**config.mk**
```make
export PLATFORM = sky130hd
export DESIGN_NAME = mmss_stopwatch_flat
export DESIGN_NICKNAME = d
export VERILOG_FILES = /design/src/rtl/mmss_pkg.sv /design/src/rtl/mmss_stopwatch_if.sv /design/src/rtl/bcd_digit.sv /design/src/rtl/mmss_stopwatch.sv /design/src/flat_wrapper.sv
export SDC_FILE = /design/constraint.sdc
export NUM_CORES = 1
export LEC_CHECK = 0
export BUFFER_PORTS_ARGS = -buffer_cell sky130_fd_sc_hd__clkbuf_2
export CAP_MARGIN = 20
export CORE_MARGIN = 10
export CORE_UTILIZATION = 50
export CTS_BUF_LIST = sky130_fd_sc_hd__clkbuf_4
export DETAILED_ROUTE_END_ITERATION = 8
export HOLD_SLACK_MARGIN = 0.1
export PLACE_DENSITY = 0.75
export SYNTH_ARGS = -nofsm -noshare
export SYNTH_HDL_FRONTEND = slang
export SYNTH_HIERARCHICAL = 1
export SYNTH_SLANG_ARGS = --single-unit
```
**constraint.sdc**
```tcl
create_clock -name CLOCK -period 5.35 [get_ports CLOCK]
set_input_delay 0.535 -clock CLOCK [delete_from_list [all_inputs] [get_ports CLOCK]]
set_output_delay 0.535 -clock CLOCK [all_outputs]
set_load 0.02 [all_outputs]
```
**src/rtl/mmss_pkg.sv**
```systemverilog
// Shared constants for the mm:ss stopwatch: FSM encoding and BCD digit limits.
// Latency: none (declarations only).
// Backpressure: none.
package mmss_pkg;

    typedef enum logic [1:0] {
        ST_IDLE  = 2'b00,
        ST_RUN   = 2'b01,
        ST_PAUSE = 2'b10
    } state_t;

    localparam logic [3:0] BCD_MAX_ONES = 4'd9;
    localparam logic [3:0] BCD_MAX_TENS = 4'd5;

endpackage

```
**src/rtl/mmss_stopwatch_if.sv**
```systemverilog
// Control inputs and BCD display outputs of the stopwatch.
// Latency: none (wiring only).
// Backpressure: none; TICK is a fire-and-forget pulse.
interface mmss_stopwatch_if;
    logic       TICK;
    logic       START;
    logic       CLR_TIME;
    logic [3:0] SEC_ONES;
    logic [3:0] SEC_TENS;
    logic [3:0] MIN_ONES;
    logic [3:0] MIN_TENS;
    logic       RUNNING;
    logic       ROLLOVER;

    modport master (
        output TICK, START, CLR_TIME,
        input  SEC_ONES, SEC_TENS, MIN_ONES, MIN_TENS, RUNNING, ROLLOVER
    );

    modport slave (
        input  TICK, START, CLR_TIME,
        output SEC_ONES, SEC_TENS, MIN_ONES, MIN_TENS, RUNNING, ROLLOVER
    );
endinterface

```
**src/rtl/bcd_digit.sv**
```systemverilog
// One BCD counter digit 0..MAX with carry-out on the enabled terminal count.
// Latency: Q updates one clock after EN; CARRY is combinational.
// Backpressure: none.
module bcd_digit #(
    parameter logic [3:0] MAX = 4'd9
) (
    input  logic       CLOCK,
    input  logic       RESET,
    input  logic       CLR,
    input  logic       EN,
    output logic [3:0] Q,
    output logic       CARRY
);

    always_ff @(posedge CLOCK) begin
        if (RESET || CLR) begin
            Q <= 4'd0;
        end else if (EN) begin
            Q <= (Q == MAX) ? 4'd0 : Q + 4'd1;
        end
    end

    assign CARRY = EN && (Q == MAX);

endmodule

```
**src/rtl/mmss_stopwatch.sv**
```systemverilog
// Start/stop/clear mm:ss stopwatch counting one-second TICK pulses in BCD.
// Latency: digits and ROLLOVER one clock after TICK; START edge seen 2 clocks late when synchronized.
// Backpressure: none; ticks outside RUN are dropped, never queued.
module mmss_stopwatch
    import mmss_pkg::*;
#(
    parameter int MIN_TENS_MAX = 5,
    parameter bit SYNC_START   = 1'b1
) (
    input  logic               CLOCK,
    input  logic               RESET,
    mmss_stopwatch_if.slave    bus
);

    logic   sync1, sync2, start_s, start_prev, armed, pipe_low, start_edge;
    state_t state_q, state_d;
    logic   running, count_en;
    logic   c_so, c_st, c_mo, wrap;
    logic   rollover_q;

    // A button held through reset must be released once before it can start
    // the count, so the edge detector only arms after it has seen START low.
    always_ff @(posedge CLOCK) begin
        if (RESET) begin
            sync1      <= 1'b0;
            sync2      <= 1'b0;
            start_prev <= 1'b0;
            armed      <= 1'b0;
        end else begin
            sync1      <= bus.START;
            sync2      <= sync1;
            start_prev <= start_s;
            if (pipe_low) begin
                armed <= 1'b1;
            end
        end
    end

    assign start_s    = SYNC_START ? sync2 : bus.START;
    assign pipe_low   = SYNC_START ? ~(bus.START | sync1 | sync2) : ~bus.START;
    assign start_edge = armed & start_s & ~start_prev;

    always_ff @(posedge CLOCK) begin
        if (RESET) begin
            state_q <= ST_IDLE;
        end else begin
            state_q <= state_d;
        end
    end

    always_comb begin
        state_d = state_q;
        if (bus.CLR_TIME) begin
            state_d = ST_IDLE;
        end else if (start_edge) begin
            case (state_q)
                ST_IDLE:  state_d = ST_RUN;
                ST_RUN:   state_d = ST_PAUSE;
                ST_PAUSE: state_d = ST_RUN;
                default:  state_d = ST_IDLE;
            endcase
        end
    end

    // Counting keys off the pre-edge state: the tick that pauses is counted,
    // the tick that resumes or starts is not.
    always_comb begin
        running  = (state_q == ST_RUN);
        count_en = bus.TICK && (state_q == ST_RUN) && !bus.CLR_TIME;
    end

    bcd_digit #(.MAX(BCD_MAX_ONES)) u_sec_ones (
        .CLOCK(CLOCK), .RESET(RESET), .CLR(bus.CLR_TIME),
        .EN(count_en), .Q(bus.SEC_ONES), .CARRY(c_so)
    );

    bcd_digit #(.MAX(BCD_MAX_TENS)) u_sec_tens (
        .CLOCK(CLOCK), .RESET(RESET), .CLR(bus.CLR_TIME),
        .EN(c_so), .Q(bus.SEC_TENS), .CARRY(c_st)
    );

    bcd_digit #(.MAX(BCD_MAX_ONES)) u_min_ones (
        .CLOCK(CLOCK), .RESET(RESET), .CLR(bus.CLR_TIME),
        .EN(c_st), .Q(bus.MIN_ONES), .CARRY(c_mo)
    );

    bcd_digit #(.MAX(4'(MIN_TENS_MAX))) u_min_tens (
        .CLOCK(CLOCK), .RESET(RESET), .CLR(bus.CLR_TIME),
        .EN(c_mo), .Q(bus.MIN_TENS), .CARRY(wrap)
    );

    always_ff @(posedge CLOCK) begin
        if (RESET) begin
            rollover_q <= 1'b0;
        end else begin
            rollover_q <= wrap;
        end
    end

    assign bus.RUNNING  = running;
    assign bus.ROLLOVER = rollover_q;

endmodule
```
**src/flat_wrapper.sv**
```systemverilog
// flat-port wrapper written by rule: the top's interface ports become plain ports
module mmss_stopwatch_flat import mmss_pkg::*;
#(
    parameter int MIN_TENS_MAX = 5,
    parameter bit SYNC_START   = 1'b1
)
  (CLOCK, RESET, bus_TICK, bus_START, bus_CLR_TIME, bus_SEC_ONES, bus_SEC_TENS, bus_MIN_ONES, bus_MIN_TENS, bus_RUNNING, bus_ROLLOVER);
  mmss_stopwatch_if bus_i ();
  input  logic CLOCK;
  input  logic RESET;
  input wire logic [$bits(bus_i.TICK)-1:0] bus_TICK;
  input wire logic [$bits(bus_i.START)-1:0] bus_START;
  input wire logic [$bits(bus_i.CLR_TIME)-1:0] bus_CLR_TIME;
  output wire logic [$bits(bus_i.SEC_ONES)-1:0] bus_SEC_ONES;
  output wire logic [$bits(bus_i.SEC_TENS)-1:0] bus_SEC_TENS;
  output wire logic [$bits(bus_i.MIN_ONES)-1:0] bus_MIN_ONES;
  output wire logic [$bits(bus_i.MIN_TENS)-1:0] bus_MIN_TENS;
  output wire logic [$bits(bus_i.RUNNING)-1:0] bus_RUNNING;
  output wire logic [$bits(bus_i.ROLLOVER)-1:0] bus_ROLLOVER;
  assign bus_i.TICK = bus_TICK;
  assign bus_i.START = bus_START;
  assign bus_i.CLR_TIME = bus_CLR_TIME;
  assign bus_SEC_ONES = bus_i.SEC_ONES;
  assign bus_SEC_TENS = bus_i.SEC_TENS;
  assign bus_MIN_ONES = bus_i.MIN_ONES;
  assign bus_MIN_TENS = bus_i.MIN_TENS;
  assign bus_RUNNING = bus_i.RUNNING;
  assign bus_ROLLOVER = bus_i.ROLLOVER;
  mmss_stopwatch #(.MIN_TENS_MAX(MIN_TENS_MAX), .SYNC_START(SYNC_START)) u_core (.CLOCK(CLOCK), .RESET(RESET), .bus(bus_i));
endmodule
```
==> metrics list <==
* Reported max-cap violation count: 0
- Of the cells placed in the final design, the portion with a size suffix greater than 1 is 32.3%.
* DIE HEIGHT: 65.4 µm
* Setup repair after global routing missed its margin: no
- Leakage: 0.435 nW
- Largest net degree at the start of global routing: 26
* Power share of the clock group: 31.4%
- Number of vias per cell: 5.36
- Post-synthesis instance total: 102
- Total power for the finished layout comes to 0.000268 W.
- Critical path cell sequence: clkbuf_2, and3b_1, nand2_2, nor3b_1, nand2_2, nor4b_1, nand2_2, nor3b_1, nand2_2, a211o_1, a211oi_2
* Antenna Nets Post-Route: 0
- Static timing analysis puts the maximum clock frequency at 268 MHz.
- In this run the deepest clock path goes through 2 buffers.
* Final cell utilization of the core: 61.0%
- Sequential share of the synthesized area: 44.7%
- In this run the tightest slew margin relative to its limit is 51.4%.
* Cell area after synthesis: 0.00103 mm²
- Total Die Area: 0.00428 mm²
- Post-route clock period utilization: 69.7%
* GP Congestion: 0.771
- Worst hold path stage count: 2
- After synthesis, the mean cell area works out to 10.1 µm².
* Initial antenna violation count: 0
- Num CTS Buffers: 3
- Skew final: 0.00505 ns
- Category of the worst setup path launch point: primary input
* WP data required: 5.58 ns
* Clock Sinks: 23
* Worst Setup End Kind: register
- Library cell contributing the largest single delay on the critical path: sky130_fd_sc_hd__nor4b_1
- The region available for standard cell placement spans 0.00196 mm².
* Number of synthesized register bits: 23
- After clock tree synthesis, the flow added hold-fix buffers numbering 0.
* Net total in the final layout: 133
- Most common cell type on the critical path: sky130_fd_sc_hd__nand2_2
- Yosys mapped the design onto 25 distinct sky130hd cell types.
- The number of antenna diodes in the final layout is 0.
* Critical Path Fanout Max: 21
* GRT overflow: 0
- Yosys top cell area share: 44.7%
- In this run, the number of DRC markers left after iteration 0 of detailed routing was 24.
- The initialized floorplan defines 16 standard-cell rows.
- The via count of the first global-routing pass was 763.
* CP max stage delay: 0.67 ns
- Port buffering added 22 buffers.
- Across every metal layer, demand over resource in global routing totals 9.40%.
- Category of the critical setup timing path: in -> reg
- Most frequent cells in the layout: sky130_fd_sc_hd__dfxtp_1, sky130_fd_sc_hd__clkbuf_2, sky130_fd_sc_hd__nor3_1, sky130_fd_sc_hd__nor2b_1
* Setup repair bufs after CTS: 0
- The number of nets handed over by synthesis was 107.
- Worst-path clk slew: 0.12 ns
* Power per Cell Area: 223 mW/mm²
- Final hold slack: 0.450 ns
* Max-slew violation total from the final report: 0
- Min Tclk post-route: 3.73 ns
- Post-CTS repair changed the size of 0 cells.
- Number of optimization iterations in the first detailed-route pass: 4
- Clock tree synthesis selected as its root buffer the cell sky130_fd_sc_hd__clkbuf_4.
- Warnings from Yosys: 6
* Top-level I/O count: 23
- Number of failing setup endpoints in the final timing report: 0
* Hold worst-path end: u_core/sync1
- FF-to-FF setup slack: 1.75 ns
- Class of the most critical hold timing path: in -> reg
* Maximum ir drop on the vdd rail: 0.133 mV
- The endpoint identified for the worst register-to-register timing path is u_core/u_min_tens/Q[1].
- In this run the most critical hold path is launched from bus_START.
* Internal power of the cells: 0.000210 W
- The first global-routing pass estimated 3.26 mm of wire.
- Dividing the detail-routed wire length by the instance count gives 13.2 µm.
- The floorplan step set the die width to 65.4 µm.
- Total half-perimeter wirelength after legalization and detailed placement: 1.43 mm
* Residual DRC: 0
- The initial utilization of the core area, before any placement, comes to 52.6%.
- Clock latency on the worst-skew pair: 0.30 ns
- Synth-to-layout area growth: 16.1%
- TNS Setup: 0 ns
* Beginning of the worst register-to-register path: u_core/state_q[0]
- Data arrival time of the critical path: 3.95 ns
* Post-detailed-routing wire length: 2.03 mm
* TritonCTS clock tree: done
* H-tree Lvls: 1
- sky130_fd_sc_hd__dfxtp_1 takes more of the synthesized area than any other cell.
- Detailed routing inserted a total of 825 vias.
- Part of the power in combinational logic: 3.8%
- Hold Violations, Final: 0
* Most common library cell in the layout ignoring fill and taps: sky130_fd_sc_hd__dfxtp_1
* Depth of the most critical reg-to-reg path: 11
- Worst-Margin Slew: 0.719 ns
- For this design the total switching power over the nets is 0.0000577 W.
- Yosys attributes the largest share of cell area to sky130_fd_sc_hd__dfxtp_1, sky130_fd_sc_hd__xnor2_1, sky130_fd_sc_hd__a211oi_2.
- In this run switching power makes up 21.6% of total power.
- The flow ran to the end, and the final reports show no timing, DRC or antenna violations.
* Sequential group share of total power: 64.8%
[worst max path at each step]
stage / startpoint / endpoint / slack [ns] / cells past startpoint
after global placement: bus_CLR_TIME / u_core/u_min_tens/Q[1] / 1.50 / 11
final: bus_CLR_TIME / u_core/u_min_tens/Q[1] / 1.62 / 11
after detailed placement: bus_CLR_TIME / u_core/u_min_tens/Q[1] / 1.32 / 11
after CTS: bus_CLR_TIME / u_core/u_min_tens/Q[1] / 1.65 / 11
after floorplan: u_core/state_q[0] / u_core/u_min_tens/Q[1] / 1.89 / 11
after global routing: bus_CLR_TIME / u_core/u_min_tens/Q[1] / 1.42 / 11
[cells by family after synthesis]
group / after synthesis / synth area share (%)
xor+xnor: 8 / 6.80
compound gates: 17 / 13.2
buf+inv: 4 / 1.82
simple gates: 48 / 31.3
flops: 23 / 44.7
mux: 2 / 2.18
[synthesized netlist by cell type]
master                     instances
sky130_fd_sc_hd__dfxtp_1          23
sky130_fd_sc_hd__xor2_1            2
sky130_fd_sc_hd__nand3_1           2
sky130_fd_sc_hd__a21oi_2           1
sky130_fd_sc_hd__a211o_1           2
sky130_fd_sc_hd__nor4b_2           1
sky130_fd_sc_hd__nand2_2           4
sky130_fd_sc_hd__o21ai_0           6
sky130_fd_sc_hd__buf_4             1
sky130_fd_sc_hd__and3b_1           2
sky130_fd_sc_hd__nor3b_1           4
sky130_fd_sc_hd__nand4b_1          2
sky130_fd_sc_hd__nand2_1           4
sky130_fd_sc_hd__a211oi_2          4
sky130_fd_sc_hd__nand4_1           2
sky130_fd_sc_hd__and4b_2           2
sky130_fd_sc_hd__or3_1             3
sky130_fd_sc_hd__nor4b_1           2
sky130_fd_sc_hd__mux2_1            2
sky130_fd_sc_hd__nor3_1            9
sky130_fd_sc_hd__xnor2_1           6
sky130_fd_sc_hd__nor2b_1           8
sky130_fd_sc_hd__a211oi_1          4
sky130_fd_sc_hd__nor2b_2           3
sky130_fd_sc_hd__inv_1             3
[metrics by stage]
stage / cell area [µm²] / cells / setup slack [ns]
after floorplan: 1030 / 102 / 1.89
after global placement: 1170 / 150 / 1.50
after detailed placement: 1170 / 150 / 1.32
after CTS: 1200 / 154 / 1.65
after global routing: 1200 / 154 / 1.42
final: 1200 / 154 / 1.62
[final cells by class]
type | count | area [µm²]
multi-input combinational | 75 | 552
sequential | 23 | 460
fill | 195 | 764
inverter | 3 | 11.3
clock buffer | 4 | 30.0
tap | 27 | 33.8
timing repair buffer | 22 | 110
[registers in the layout, indices dropped and copies added (netlist names)]
signal               cells
u_core/u_sec_tens/Q      4
u_core/u_sec_ones/Q      4
u_core/u_min_ones/Q      4
u_core/armed             1
u_core/sync1             1
u_core/state_q           2
u_core/start_s           1
u_core/bus.ROLLOVER      1
u_core/u_min_tens/Q      4
u_core/start_prev        1
[per-layer routing]
metal  up-vias  track usage [%]  share of wire [%]
met5         -                0                  0
met4         0             3.21                1.1
li1        422                -                  -
met2        16             16.6                 50
met1       385             9.32                 42
met3         2             4.75                7.2
[critical path, delay by kind of cell]
kind	cells	cell delay, ns
AOI/OAI and AO/OA	2	0.51
buffers and inverters	1	0.29
and+or+nand+nor	8	2.61
[power by group through the flow]
stage               sequential (W)  combinational, W   clock, W
finish                    0.000173         0.0000102  0.0000839
CTS                       0.000174         0.0000104  0.0000872
detailed placement        0.000177         0.0000104          0
floorplan                 0.000177        0.00000425          0
global route              0.000174         0.0000113  0.0000950
global placement          0.000177        0.00000998          0
No activity file was read; power rests on OpenSTA's default activity.
